## config.mk

```make
export PLATFORM = sky130hd
export DESIGN_NAME = serial_slice_addsub
export DESIGN_NICKNAME = d
export VERILOG_FILES = /design/src/rtl/serial_slice_addsub_pkg.sv /design/src/rtl/serial_slice_addsub_slice.sv /design/src/rtl/serial_slice_addsub.sv
export SDC_FILE = /design/constraint.sdc
export NUM_CORES = 1
export LEC_CHECK = 0
export ABC_AREA = 1
export BUFFER_PORTS_ARGS = -buffer_cell sky130_fd_sc_hd__buf_2
export CAP_MARGIN = 20
export CORE_MARGIN = 1
export CORE_UTILIZATION = 40
export DETAILED_ROUTE_END_ITERATION = 8
export MAX_ROUTING_LAYER = met4
export PLACE_DENSITY = 0.73
export SYNTH_ARGS = -nofsm -noshare
export SYNTH_HDL_FRONTEND = slang
export SYNTH_SLANG_ARGS = --single-unit
```

## constraint.sdc

```tcl
create_clock -name clk -period 3.8 [get_ports clk]
set_input_delay 0.19 -clock clk [delete_from_list [all_inputs] [get_ports clk]]
set_output_delay 0.19 -clock clk [all_outputs]
set_load 0.02 [all_outputs]
```

## src/rtl/serial_slice_addsub_pkg.sv

```systemverilog
// Shared types and default sizes for the slice-serial adder/subtractor.
package serial_slice_addsub_pkg;

  typedef enum logic [1:0] {
    IDLE = 2'd0,
    RUN  = 2'd1,
    DONE = 2'd2
  } state_t;

  localparam int DEF_WIDTH = 32;
  localparam int DEF_SLICE = 8;

endpackage

```

## src/rtl/serial_slice_addsub_slice.sv

```systemverilog
// Combinational SLICE-bit ripple of full adders; c_msb is the carry into the top
// bit, used with cout to derive two's-complement overflow.
module slice_adder #(
  parameter int SLICE = 8
) (
  input  logic [SLICE-1:0] a,
  input  logic [SLICE-1:0] b,
  input  logic             cin,
  output logic [SLICE-1:0] sum,
  output logic             cout,
  output logic             c_msb
);

  logic [SLICE:0] carry;

  assign carry[0] = cin;

  for (genvar i = 0; i < SLICE; i++) begin : g_fa
    assign sum[i]       = a[i] ^ b[i] ^ carry[i];
    assign carry[i + 1] = (a[i] & b[i]) | (carry[i] & (a[i] ^ b[i]));
  end

  assign cout  = carry[SLICE];
  assign c_msb = carry[SLICE-1];

endmodule

```

## src/rtl/serial_slice_addsub.sv

```systemverilog
// WIDTH-bit add/sub, one SLICE per clock LSB first; result valid NSLICE cycles after
// accept and held in DONE until out_ready; in_ready only in IDLE.
module serial_slice_addsub
  import serial_slice_addsub_pkg::*;
#(
  parameter int WIDTH = DEF_WIDTH,
  parameter int SLICE = DEF_SLICE
) (
  input  logic             clk,
  input  logic             reset,
  input  logic             in_valid,
  output logic             in_ready,
  input  logic [WIDTH-1:0] a,
  input  logic [WIDTH-1:0] b,
  input  logic             cin,
  input  logic             sub,
  output logic             out_valid,
  input  logic             out_ready,
  output logic [WIDTH-1:0] sum,
  output logic             cout,
  output logic             overflow
);

  localparam int NSLICE = WIDTH / SLICE;
  localparam int IDXW   = (NSLICE > 1) ? $clog2(NSLICE) : 1;

  state_t           state_q, state_d;
  logic [IDXW-1:0]  idx_q, idx_d;
  logic [WIDTH-1:0] a_q, a_d;
  logic [WIDTH-1:0] b_q, b_d;
  logic             c_q, c_d;
  logic [WIDTH-1:0] sum_q, sum_d;
  logic             cout_q, cout_d;
  logic             ovf_q, ovf_d;
  logic             in_ready_q, in_ready_d;
  logic             out_valid_q, out_valid_d;

  logic [SLICE-1:0] s_sum;
  logic             s_cout;
  logic             s_cmsb;

  slice_adder #(.SLICE(SLICE)) u_slice (
    .a     (a_q[idx_q*SLICE +: SLICE]),
    .b     (b_q[idx_q*SLICE +: SLICE]),
    .cin   (c_q),
    .sum   (s_sum),
    .cout  (s_cout),
    .c_msb (s_cmsb)
  );

  always_comb begin
    state_d     = state_q;
    idx_d       = idx_q;
    a_d         = a_q;
    b_d         = b_q;
    c_d         = c_q;
    sum_d       = sum_q;
    cout_d      = cout_q;
    ovf_d       = ovf_q;
    in_ready_d  = in_ready_q;
    out_valid_d = out_valid_q;

    case (state_q)
      IDLE: begin
        if (in_valid && in_ready_q) begin
          // Subtraction runs as a + ~b + ~borrow_in on the same adder.
          a_d        = a;
          b_d        = sub ? ~b : b;
          c_d        = sub ? ~cin : cin;
          idx_d      = '0;
          in_ready_d = 1'b0;
          state_d    = RUN;
        end
      end
      RUN: begin
        sum_d[idx_q*SLICE +: SLICE] = s_sum;
        c_d   = s_cout;
        idx_d = idx_q + 1'b1;
        if (idx_q == IDXW'(NSLICE - 1)) begin
          cout_d      = s_cout;
          ovf_d       = s_cmsb ^ s_cout;
          idx_d       = '0;
          out_valid_d = 1'b1;
          state_d     = DONE;
        end
      end
      DONE: begin
        if (out_ready) begin
          out_valid_d = 1'b0;
          in_ready_d  = 1'b1;
          state_d     = IDLE;
        end
      end
      default: begin
        out_valid_d = 1'b0;
        in_ready_d  = 1'b1;
        idx_d       = '0;
        state_d     = IDLE;
      end
    endcase
  end

  always_ff @(posedge clk) begin
    if (reset) begin
      state_q     <= IDLE;
      idx_q       <= '0;
      a_q         <= '0;
      b_q         <= '0;
      c_q         <= 1'b0;
      sum_q       <= '0;
      cout_q      <= 1'b0;
      ovf_q       <= 1'b0;
      in_ready_q  <= 1'b1;
      out_valid_q <= 1'b0;
    end else begin
      state_q     <= state_d;
      idx_q       <= idx_d;
      a_q         <= a_d;
      b_q         <= b_d;
      c_q         <= c_d;
      sum_q       <= sum_d;
      cout_q      <= cout_d;
      ovf_q       <= ovf_d;
      in_ready_q  <= in_ready_d;
      out_valid_q <= out_valid_d;
    end
  end

  assign in_ready  = in_ready_q;
  assign out_valid = out_valid_q;
  assign sum       = sum_q;
  assign cout      = cout_q;
  assign overflow  = ovf_q;

endmodule

```

==> qor.yml <==
power_and_ir_drop:
  powerDensity_mw_per_mm2: 461
  leakage_uw: 0.00264
  pwr-share-comb_pct: 21.6
  seq_power_share_pct: 45.0
  ir_drop_uv: 207
  power_frac_clock_pct: 33.4
  switchingPower_uw: 851
  intPower_uw: 1890
  switching_share_pct: 31.0
floorplanning:
  die_w_um: 114
  die-area_mm2: 0.0130
  initial_core_util_pct: 41.4
  core_area_mm2: 0.0121
  io-pin-count: 106
  die_y_um: 114
  num_rows: 40
layout:
  diodes: 0
  drive_gt1_share_pct: 21.2
  multi_input_area_mm2: 0.00251
  fill_cells: 1254
  design_area_mm2: 0.00595
  area_delta_synth_final_pct: 18.8
  postLayoutCoreUtil_pct: 49.2
  nNetsFinal: 852
  regArea_mm2: 0.00211
cts:
  ctsHoldBuffers: 0
  insertion_delay_ns: 0.35
  cts_max_level: 3
  clkSinkCount: 105
  cts_tree: "built"
  clockBufferDepth: 2
  cts-buffers-inserted: 9
  clockRootBuffer: "clkbuf_16"
  clkSlewWorstSetupHoldPaths_ns: 0.08
synthesis:
  yosys.area.top_type: "dfxtp_1"
  syn-num-nets: 763
  ys_seq_elements: 105
  ys.flop_type: "dfxtp_1"
  ys_warn_count: 0
  synth_area_leaders: "dfxtp_1, nand2_1, nor2_1"
  netlist.area_leader.share_pct: 41.9
  synth.distinct_cells: 28
  synth_edf_count: 0
  synth_area_mm2: 0.00501
  yosys-top-cells-count: "nand2_1, nor2_1, dfxtp_1, o21ai_0, a21oi_1"
  synth_seq_area_share_pct: 41.9
  yosysMostFrequentCell: "nand2_1"
  async_reset_ff_share_pct: 0
  synth_cells: 679
  synth.avg_cell_area_um2: 7.38
timing:
  rsz0062_at_grt: "yes"
  worstMarginPinSlew_ns: 0.819
  fin_tns_setup_ns: 0
  fmax_mhz: 265
  holdWs_ns: 0.0830
  period_needed_ns: 3.77
  skew_ns: 0.00877
  final_max_slew_viol_count: 0
  setup_violations: 0
  max_slew_margin_pct: 45.4
  finalCritPeriodShare_pct: 99.3
  hold_violations: 0
min_path:
  min_path_type: "input port to register"
  worstHoldStart: "a[10]"
routing:
  wl_mm: 11.6
  drt-pass1-iter-count: 5
  drtIter0Drc: 360
  vias: 4555
  ant_nets: 0
  drc: 0
  wl_per_cell_um: 12.4
  avgViaCountPerCell: 4.84
worst_setup_path:
  crit_chain: "inv_6 -> nor2_1 -> o22a_1 -> fa_2 -> fa_2 -> fa_2 -> fa_2 -> inv_2 -> fa_2 -> fa_2 -> fa_2 -> fa_1 -> inv_1 -> nor2_2 -> nand2_1 -> o21ai_1 -> inv_1 -> nor2_1"
  worstPathRequired_ns: 4.04
  end_kind: "register"
  r2r_start: "idx_q[0]"
  cp_common_cell: "fa_2"
  cp-startpoint: "idx_q[0]"
  arrival_ns: 4.02
  crit_path_start_kind: "register"
  slowest_stage: "fa_1"
  path_class: "register to register"
  slowest_delay_ns: 0.44
  crit_path_max_fanout: 8
global_routing:
  grt_first_pass_wirelength_mm: 19.1
  grt_max_degree: 67
  antenna_found_initial: 0
  grt-ovfl-total: 0
  grt_util_all_layers_pct: 19.0
  grt_pass1_vias: 3959
placed_design:
  hpwl_mm: 8.61
  gp_congestion: 0.824
  place_area_mm2: 0.00563
  portBuffers: 105
job:
  maxCapViolations: 0
run_status:
  status: "complete, no violations"
## flip-flops by register name, summed over array words and instances, names as in the netlist
name and flops:
a_q 32, b_q 32, sum 32, idx_q 2
state_q 2, c_q 1, cout 1, in_ready 1
out_valid 1, overflow 1
## critical path: cells and delay by family (launching register included)
family / cells / cell delay (ns)
AND/OR/NAND/NOR: 4 / 0.23
buffers and inverters: 4 / 0.31
adder cells (fa/ha/maj): 8 / 2.47
flip-flops: 1 / 0.39
AO/OA/AOI/OAI: 2 / 0.28
## power by group through the flow
stage                     sequential, µW  combinational (µW)  clock, µW
after CTS                           1230                 592        930
after detailed placement            1260                 590          0
after global routing                1240                 669        977
after global placement              1260                 578          0
after floorplan                     1260                 429          0
final                               1240                 594        916
## kinds of logic (layout without fill, tap and decap cells)
family	count (synthesis)	count (layout)	share of synthesized area (%)
AO/OA/AOI/OAI	160	160	16.8
adder cells (fa/ha/maj)	14	14	4.69
flip-flops	105	105	41.9
AND/OR/NAND/NOR	278	278	22.2
buffers and inverters	89	183	8.51
XOR/XNOR	33	33	5.77
## stage by stage
step,instances,power [µW],worst slack [ns]
final,941,2750,0.0276
after global routing,941,2890,-0.118
after CTS,940,2760,0.00115
after detailed placement,924,1850,-0.0177
after global placement,924,1840,0.0618
after floorplan,679,1690,0.0178
## path summary, 6_finish.rpt
kind / cells after the start / end / slack [ns]
setup / recovery: 18 / sum[15] / 0.03
hold / removal: 3 / a_q[10] / 0.08
hold reg to reg: 2 / sum[3] / 0.44
setup reg to reg: 18 / sum[15] / 0.03
## cell type report
type	instances	share of cell area [%]
Tap cell	168	3.53
Sequential cell	105	35.4
Multi-Input combinational cell	485	42.2
Clock inverter	6	0.946
Timing Repair Buffer	122	11.0
Inverter	45	2.96
Clock buffer	10	4.01
## cells in the final DEF (no fill, tap or decap), types with 17 or more instances in the layout
master	instances
dfxtp_1	103
buf_2	105
a21oi_1	65
xor2_1	33
buf_4	17
nor2_1	115
o21ai_0	69
nand2_1	126
nand3_1	23
inv_1	39
## repair_timing
| item | CTS | global route |
|---|---|---|
| setup endpoints to repair | 2 | 5 |
| setup buffers | 0 | 1 |
| pin swaps | 0 | 6 |
| resized for setup | 1 | 13 |
## metal layers
| layer | wire length (µm) | vias up | track usage (%) |
|---|---|---|---|
| met4 | 129 | 0 | 4.42 |
| met1 | 5600 | 2062 | 25.5 |
| met2 | 5310 | 131 | 29.3 |
| met5 | 0 | - | - |
| met3 | 591 | 11 | 4.25 |
| li1 | - | 2351 | - |
(Power assumes the default switching activity.)
